## config.mk

```make
export PLATFORM = sky130hd
export DESIGN_NAME = pmt_pulse_emulator_flat
export DESIGN_NICKNAME = d
export VERILOG_FILES = /design/src/rtl/pmt_pulse_emulator_pkg.sv /design/src/rtl/pmt_pulse_emulator_if.sv /design/src/rtl/pmt_pulse_emulator_lfsr.sv /design/src/rtl/pmt_pulse_emulator.sv /design/src/flat_wrapper.sv
export SDC_FILE = /design/constraint.sdc
export NUM_CORES = 1
export LEC_CHECK = 0
export BUFFER_PORTS_ARGS = -buffer_cell sky130_fd_sc_hd__buf_4
export CORE_AREA = 2 2 154 156
export CTS_CLUSTER_DIAMETER = 200
export CTS_CLUSTER_SIZE = 8
export DETAILED_ROUTE_END_ITERATION = 10
export DIE_AREA = 0 0 156 158
export PLACE_DENSITY = 0.49
export SETUP_SLACK_MARGIN = 0.1
export SYNTH_ARGS = -nofsm -noshare
export SYNTH_HDL_FRONTEND = slang
export SYNTH_SLANG_ARGS = --single-unit
```

## constraint.sdc

```tcl
create_clock -name clock_50_mhz -period 13 [get_ports clock_50_mhz]
set_input_delay 1.95 -clock clock_50_mhz [delete_from_list [all_inputs] [get_ports clock_50_mhz]]
set_output_delay 1.95 -clock clock_50_mhz [all_outputs]
set_load 0.005 [all_outputs]
```

## src/rtl/pmt_pulse_emulator_pkg.sv

```systemverilog
// pmt_emu_pkg: shared state encoding, LFSR taps and helpers for the
// PMT pulse emulator and its LFSR sub-block.
package pmt_emu_pkg;

    typedef enum logic [1:0] {
        IDLE  = 2'd0,
        PULSE = 2'd1,
        DEAD  = 2'd2
    } pmt_state_e;

    localparam logic [31:0] LFSR_TAPS   = 32'h8020_0003;
    localparam logic [31:0] RATE_ALWAYS = 32'hFFFF_FFFF;
    localparam logic [31:0] COUNT_MAX   = 32'hFFFF_FFFF;

    // One step of the right-shifting Galois LFSR.
    function automatic logic [31:0] lfsr_next(input logic [31:0] cur);
        return cur[0] ? ((cur >> 1) ^ LFSR_TAPS) : (cur >> 1);
    endfunction

    // Increment that sticks at the all-ones value.
    function automatic logic [31:0] sat_inc(input logic [31:0] v);
        return (v == COUNT_MAX) ? v : (v + 32'd1);
    endfunction

endpackage

```

## src/rtl/pmt_pulse_emulator_if.sv

```systemverilog
// pmt_pulse_emulator_if: control/status bundle of the PMT pulse emulator.
// Optional macro PMT_EMU_PERIODIC_EN adds periodic_mode / period_cycles.
interface pmt_pulse_emulator_if;

    logic        enable;
    logic        light_source_in;
    logic [31:0] rate_on;
    logic [31:0] rate_off;
    logic        clear_counts;
    logic        pulse_out;
    logic        busy;
    logic [31:0] count_on;
    logic [31:0] count_off;
`ifdef PMT_EMU_PERIODIC_EN
    logic        periodic_mode;
    logic [31:0] period_cycles;
`endif

`ifdef PMT_EMU_PERIODIC_EN
    modport master (
        output enable, light_source_in, rate_on, rate_off, clear_counts,
               periodic_mode, period_cycles,
        input  pulse_out, busy, count_on, count_off
    );
    modport slave (
        input  enable, light_source_in, rate_on, rate_off, clear_counts,
               periodic_mode, period_cycles,
        output pulse_out, busy, count_on, count_off
    );
`else
    modport master (
        output enable, light_source_in, rate_on, rate_off, clear_counts,
        input  pulse_out, busy, count_on, count_off
    );
    modport slave (
        input  enable, light_source_in, rate_on, rate_off, clear_counts,
        output pulse_out, busy, count_on, count_off
    );
`endif

endinterface

```

## src/rtl/pmt_pulse_emulator_lfsr.sv

```systemverilog
// galois_lfsr32: free-running 32-bit Galois LFSR, reusable by other
// stimulus blocks. A zero seed would lock up, so it is replaced by 1.
module galois_lfsr32
    import pmt_emu_pkg::*;
#(
    parameter logic [31:0] SEED = 32'h1
) (
    input  logic        clock,
    input  logic        reset_n,
    output logic [31:0] state
);

    localparam logic [31:0] SEED_EFF = (SEED == '0) ? 32'h1 : SEED;

    // Advance every clock while out of reset; reload the seed on reset.
    always_ff @(posedge clock or negedge reset_n) begin
        if (!reset_n) begin
            state <= SEED_EFF;
        end else begin
            state <= lfsr_next(state);
        end
    end

endmodule

```

## src/rtl/pmt_pulse_emulator.sv

```systemverilog
// pmt_pulse_emulator: synthetic PMT pulse source for self-test of the
// photon-counting lock-in path. Bernoulli fires from an LFSR, fixed pulse
// width and dead time, per-phase saturating emitted-pulse counters.
// Optional macro PMT_EMU_PERIODIC_EN adds a deterministic periodic mode.
module pmt_pulse_emulator
    import pmt_emu_pkg::*;
#(
    parameter int unsigned PULSE_WIDTH_CYCLES = 5,
    parameter int unsigned DEAD_TIME_CYCLES   = 10,
    parameter logic [31:0] LFSR_SEED          = 32'h1
) (
    input  logic                 clock_50_mhz,
    input  logic                 reset_n,
    pmt_pulse_emulator_if.slave  bus
);

    localparam logic [31:0] PW_LAST = 32'(PULSE_WIDTH_CYCLES - 1);
    localparam logic [31:0] DT_LAST =
        (DEAD_TIME_CYCLES == 0) ? '0 : 32'(DEAD_TIME_CYCLES - 1);

    pmt_state_e  state_q, state_d;
    logic [31:0] cnt_q, cnt_d;
    logic [1:0]  sync_q;
    logic        phase;
    logic [31:0] lfsr_value;
    logic [31:0] thr;
    logic        lfsr_fire;
    logic        fire;
    logic        fire_idle;
    logic        pulse_q;
    logic [31:0] count_on_q;
    logic [31:0] count_off_q;

    galois_lfsr32 #(
        .SEED (LFSR_SEED)
    ) u_lfsr (
        .clock   (clock_50_mhz),
        .reset_n (reset_n),
        .state   (lfsr_value)
    );

    // Two-flop synchroniser for the asynchronous modulation phase.
    always_ff @(posedge clock_50_mhz or negedge reset_n) begin
        if (!reset_n) begin
            sync_q <= '0;
        end else begin
            sync_q <= {sync_q[0], bus.light_source_in};
        end
    end

    assign phase     = sync_q[1];
    assign thr       = phase ? bus.rate_on : bus.rate_off;
    // All-ones must always fire; a plain compare would miss lfsr == all-ones.
    assign lfsr_fire = (thr == RATE_ALWAYS) || (lfsr_value < thr);

`ifdef PMT_EMU_PERIODIC_EN
    logic [31:0] idle_cnt_q;
    logic [31:0] period_last;

    assign period_last = (bus.period_cycles == '0) ? '0 : (bus.period_cycles - 32'd1);
    assign fire = bus.enable &
                  (bus.periodic_mode ? (idle_cnt_q == period_last) : lfsr_fire);

    // Idle-cycle counter for periodic mode; cleared outside IDLE, when disabled and on a fire.
    always_ff @(posedge clock_50_mhz or negedge reset_n) begin
        if (!reset_n) begin
            idle_cnt_q <= '0;
        end else if ((state_q != IDLE) || !bus.enable || !bus.periodic_mode || fire_idle) begin
            idle_cnt_q <= '0;
        end else begin
            idle_cnt_q <= idle_cnt_q + 32'd1;
        end
    end
`else
    assign fire = bus.enable & lfsr_fire;
`endif

    assign fire_idle = (state_q == IDLE) && fire;

    // State and phase-length counter register.
    always_ff @(posedge clock_50_mhz or negedge reset_n) begin
        if (!reset_n) begin
            state_q <= IDLE;
            cnt_q   <= '0;
        end else begin
            state_q <= state_d;
            cnt_q   <= cnt_d;
        end
    end

    // Next-state logic: IDLE -> PULSE (width) -> DEAD (dead time, skipped if zero) -> IDLE.
    always_comb begin
        state_d = state_q;
        cnt_d   = cnt_q;
        unique case (state_q)
            IDLE: begin
                if (fire_idle) begin
                    state_d = PULSE;
                    cnt_d   = '0;
                end
            end
            PULSE: begin
                if (cnt_q == PW_LAST) begin
                    cnt_d   = '0;
                    state_d = (DEAD_TIME_CYCLES == 0) ? IDLE : DEAD;
                end else begin
                    cnt_d = cnt_q + 32'd1;
                end
            end
            DEAD: begin
                if (cnt_q == DT_LAST) begin
                    cnt_d   = '0;
                    state_d = IDLE;
                end else begin
                    cnt_d = cnt_q + 32'd1;
                end
            end
            default: begin
                state_d = IDLE;
                cnt_d   = '0;
            end
        endcase
    end

    // Registered pulse output, high exactly while the FSM sits in PULSE.
    always_ff @(posedge clock_50_mhz or negedge reset_n) begin
        if (!reset_n) begin
            pulse_q <= 1'b0;
        end else begin
            pulse_q <= (state_d == PULSE);
        end
    end

    // Per-phase emitted-pulse counters; clear has priority over a coincident fire.
    always_ff @(posedge clock_50_mhz or negedge reset_n) begin
        if (!reset_n) begin
            count_on_q  <= '0;
            count_off_q <= '0;
        end else if (bus.clear_counts) begin
            count_on_q  <= '0;
            count_off_q <= '0;
        end else if (fire_idle) begin
            if (phase) begin
                count_on_q <= sat_inc(count_on_q);
            end else begin
                count_off_q <= sat_inc(count_off_q);
            end
        end
    end

    assign bus.pulse_out = pulse_q;
    assign bus.busy      = (state_q != IDLE);
    assign bus.count_on  = count_on_q;
    assign bus.count_off = count_off_q;

endmodule

```

## src/flat_wrapper.sv

```systemverilog
// flat-port wrapper written by rule: the top's interface ports become plain ports
module pmt_pulse_emulator_flat import pmt_emu_pkg::*;
#(
    parameter int unsigned PULSE_WIDTH_CYCLES = 5,
    parameter int unsigned DEAD_TIME_CYCLES   = 10,
    parameter logic [31:0] LFSR_SEED          = 32'h1
)
  (clock_50_mhz, reset_n, bus_enable, bus_light_source_in, bus_rate_on, bus_rate_off, bus_clear_counts, bus_pulse_out, bus_busy, bus_count_on, bus_count_off);
  pmt_pulse_emulator_if bus_i ();
  input  logic clock_50_mhz;
  input  logic reset_n;
  input wire logic [$bits(bus_i.enable)-1:0] bus_enable;
  input wire logic [$bits(bus_i.light_source_in)-1:0] bus_light_source_in;
  input wire logic [$bits(bus_i.rate_on)-1:0] bus_rate_on;
  input wire logic [$bits(bus_i.rate_off)-1:0] bus_rate_off;
  input wire logic [$bits(bus_i.clear_counts)-1:0] bus_clear_counts;
  output wire logic [$bits(bus_i.pulse_out)-1:0] bus_pulse_out;
  output wire logic [$bits(bus_i.busy)-1:0] bus_busy;
  output wire logic [$bits(bus_i.count_on)-1:0] bus_count_on;
  output wire logic [$bits(bus_i.count_off)-1:0] bus_count_off;
  assign bus_i.enable = bus_enable;
  assign bus_i.light_source_in = bus_light_source_in;
  assign bus_i.rate_on = bus_rate_on;
  assign bus_i.rate_off = bus_rate_off;
  assign bus_i.clear_counts = bus_clear_counts;
  assign bus_pulse_out = bus_i.pulse_out;
  assign bus_busy = bus_i.busy;
  assign bus_count_on = bus_i.count_on;
  assign bus_count_off = bus_i.count_off;
  pmt_pulse_emulator #(.PULSE_WIDTH_CYCLES(PULSE_WIDTH_CYCLES), .DEAD_TIME_CYCLES(DEAD_TIME_CYCLES), .LFSR_SEED(LFSR_SEED)) u_core (.clock_50_mhz(clock_50_mhz), .reset_n(reset_n), .bus(bus_i));
endmodule
```

==> qor.txt <==
post-synthesis sequential area ratio - 43.4%
DR DRC count - 0
number of flops mapped to enable cells by yosys - 0
DR iter-0 viols - 399
Syn Nets - 945
First-pass DRT Iterations - 4
required time worst endpoint - 13.34 ns
postcts setup bufs - 0
CTS tree - done
# diodes - 0
max cap viols - 0
clk sinks - 133
status - completed
total number of vias - 6755
IO Count - 135
data arrival time of the worst path - 5.59 ns
Worst setup EP type - flip-flop
hpwl dp - 14600 µm
Slew Limit Fails - 0
peak supply drop - 0.0742 mV
final setup TNS - 0 ns
antenna-violating nets left - 0
Layout area overhead - 23.8%
most frequent cells in the layout - buf_4, dfrtp_1, a21oi_1
Synth cell types - 53
Avg Synthesized Cell Area - 9.17 µm²
worst r2r src - u_core.sync_q[1]$_DFF_PN0_
Worst-Margin Slew - 0.989 ns
hold violation count in the final report - 0
Hold WC Path Type - flip-flop to flip-flop
Largest stage delay, worst path - 0.80 ns
most common cell after layout, fill and taps aside - buf_4
worst-path maximum fanout - 22
Inserted Clock Buffers - 17
vias in the first global route - 6515
Power Dens Cells - 103 mW/mm²
Die Height - 158 µm
Max Freq - 190 MHz
Hold Slack - 0.349 ns
Final #Nets - 1066
Gate Count Post-Synth - 836
CTS Hold Buffers Added - 0
final core occ - 41.2%
Leak Pwr - 4.12 nW
worst-path cell chain - buf_4, mux2i_1, ha_1, a2111oi_0, o21ai_0, o22ai_1, o2111ai_1, o211ai_2, nand4_1, or4_1, a21oi_1
Final Cycle Share - 40.4%
crit path from - bus_rate_on[23]
DR WL/cell - 16.5 µm
Vias per Instance - 5.37
post-CTS sizing - 0
grt ovf - 0
first-pass GRT wire length - 34200 µm
final setup violation count - 0
Ys Warns - 0
starting density of the core - 33.3%
CP max stage cell - nand4_1
Seq cells post-synth - 133
Max Root-Sink Buffers - 2
ys flop type - dfrtp_1
GRT Overall Usage - 17.3%
Die X - 156 µm
Post-Route Skew - 0.0153 ns
largest net degree at the start of global routing - 89
die area - 0.0246 mm²
fraction of layout cells with a size suffix above 1 - 19.9%
Critical Path Source Type - input pin
WL final - 20800 µm
Worst Path Class, Setup - input pin to flip-flop
Core Area - 0.0231 mm²
# rows - 56
IO Port Bufs - 134
CTS H-tree lvls - 4
Tmin final - 5.26 ns
r2r setup slk - 8.38 ns
slew margin rel. - 33.9%
initial antenna violation count - 0
root buffer cell - clkbuf_16
HP Start - u_core.sync_q[0]$_DFF_PN0_
synthesized area - 0.00766 mm²
GP Congestion - 0.770
RSZ-0062 raised after global routing - false
Worst-path clk slew - 0.06 ns
Clock Latency Late Sink - 0.42 ns
Synth async-reset ratio - 100%
[area by class of cell]
type	count	area (µm²)
Sequential cell	133	3330
Tap cell	290	363
Clock buffer	20	467
Clock inverter	11	116
Inverter	22	82.6
Timing Repair Buffer	138	1040
Fill cell	2302	13600
Multi-Input combinational cell	645	4090
[sequential cells by signal, summed over array words and instances, names as in the netlist]
register              cells
u_core.bus.pulse_out      1
u_core.bus.count_off     32
u_core.bus.count_on      32
u_core.sync_q             2
u_core.u_lfsr.state      32
u_core.state_q            2
u_core.cnt_q             32
[per-layer routing]
metal  GRT usage [%]  vias to the layer above  part of all wire [%]
li1                -                     3379                     -
met2            27.9                      119                    47
met5               0                        -                     0
met4            4.54                        0                   1.1
met3            2.76                       17                   3.4
met1            24.3                     3240                    49
[critical path: cells and delay by family]
family,cells,cell delay [ns]
compound gates,6,1.62
buf+inv,1,0.11
mux,1,0.16
simple gates,2,1.47
fa+ha+maj,1,0.28
[logic make-up (layout without fill, tap and decap cells)]
logic type	Yosys count	in the layout	synth area share, %
DFF	133	133	43.4
AOI/OAI and AO/OA	199	199	15.8
adders and majority gates	40	40	6.53
buffers and inverters	58	191	3.20
muxes	35	35	4.68
xor gates and xnor gates	11	11	1.26
and+or+nand+nor	360	360	25.1
[worst paths after layout]
| kind | to | cells past startpoint |
|---|---|---|
| setup / recovery | u_core.bus.count_on[28]$_DFFE_PN0P_ | 11 |
| hold / removal | u_core.sync_q[1]$_DFF_PN0_ | 0 |
| setup reg to reg | u_core.bus.count_on[28]$_DFFE_PN0P_ | 11 |
| hold reg to reg | u_core.sync_q[1]$_DFF_PN0_ | 0 |
| max in group asynchronous | u_core.sync_q[1]$_DFF_PN0_ | 2 |
| min in group asynchronous | u_core.bus.count_on[16]$_DFFE_PN0P_ | 1 |
[cells in the mapped netlist, drive strengths merged (23+ instances only)]
cell,instances,area (µm²)
nand3,60,300
o21ai,62,310
mux2i,28,280
nor2,61,229
a21oi,67,335
or4,23,173
or3,26,163
and3,24,150
ha,40,500
nand4,36,225
dfrtp,132,3300
nand2,55,206
[report_power, final]
part	internal, mW	switching (mW)
clock network	0.282	0.197
registers	0.421	0.0103
logic	0.0311	0.0371
[stage by stage]
stage / area (µm²) / power [mW] / instances / worst slack [ns]
floorplan: 7660 / 0.470 / 836 / 8.59
global placement: 8910 / 0.508 / 1228 / 7.36
detailed placement: 8910 / 0.509 / 1228 / 7.33
CTS: 9490 / 0.992 / 1259 / 7.75
global route: 9490 / 1.02 / 1259 / 7.20
finish: 9490 / 0.979 / 1259 / 7.74
Note: power is estimated with default switching activity, not from simulation.
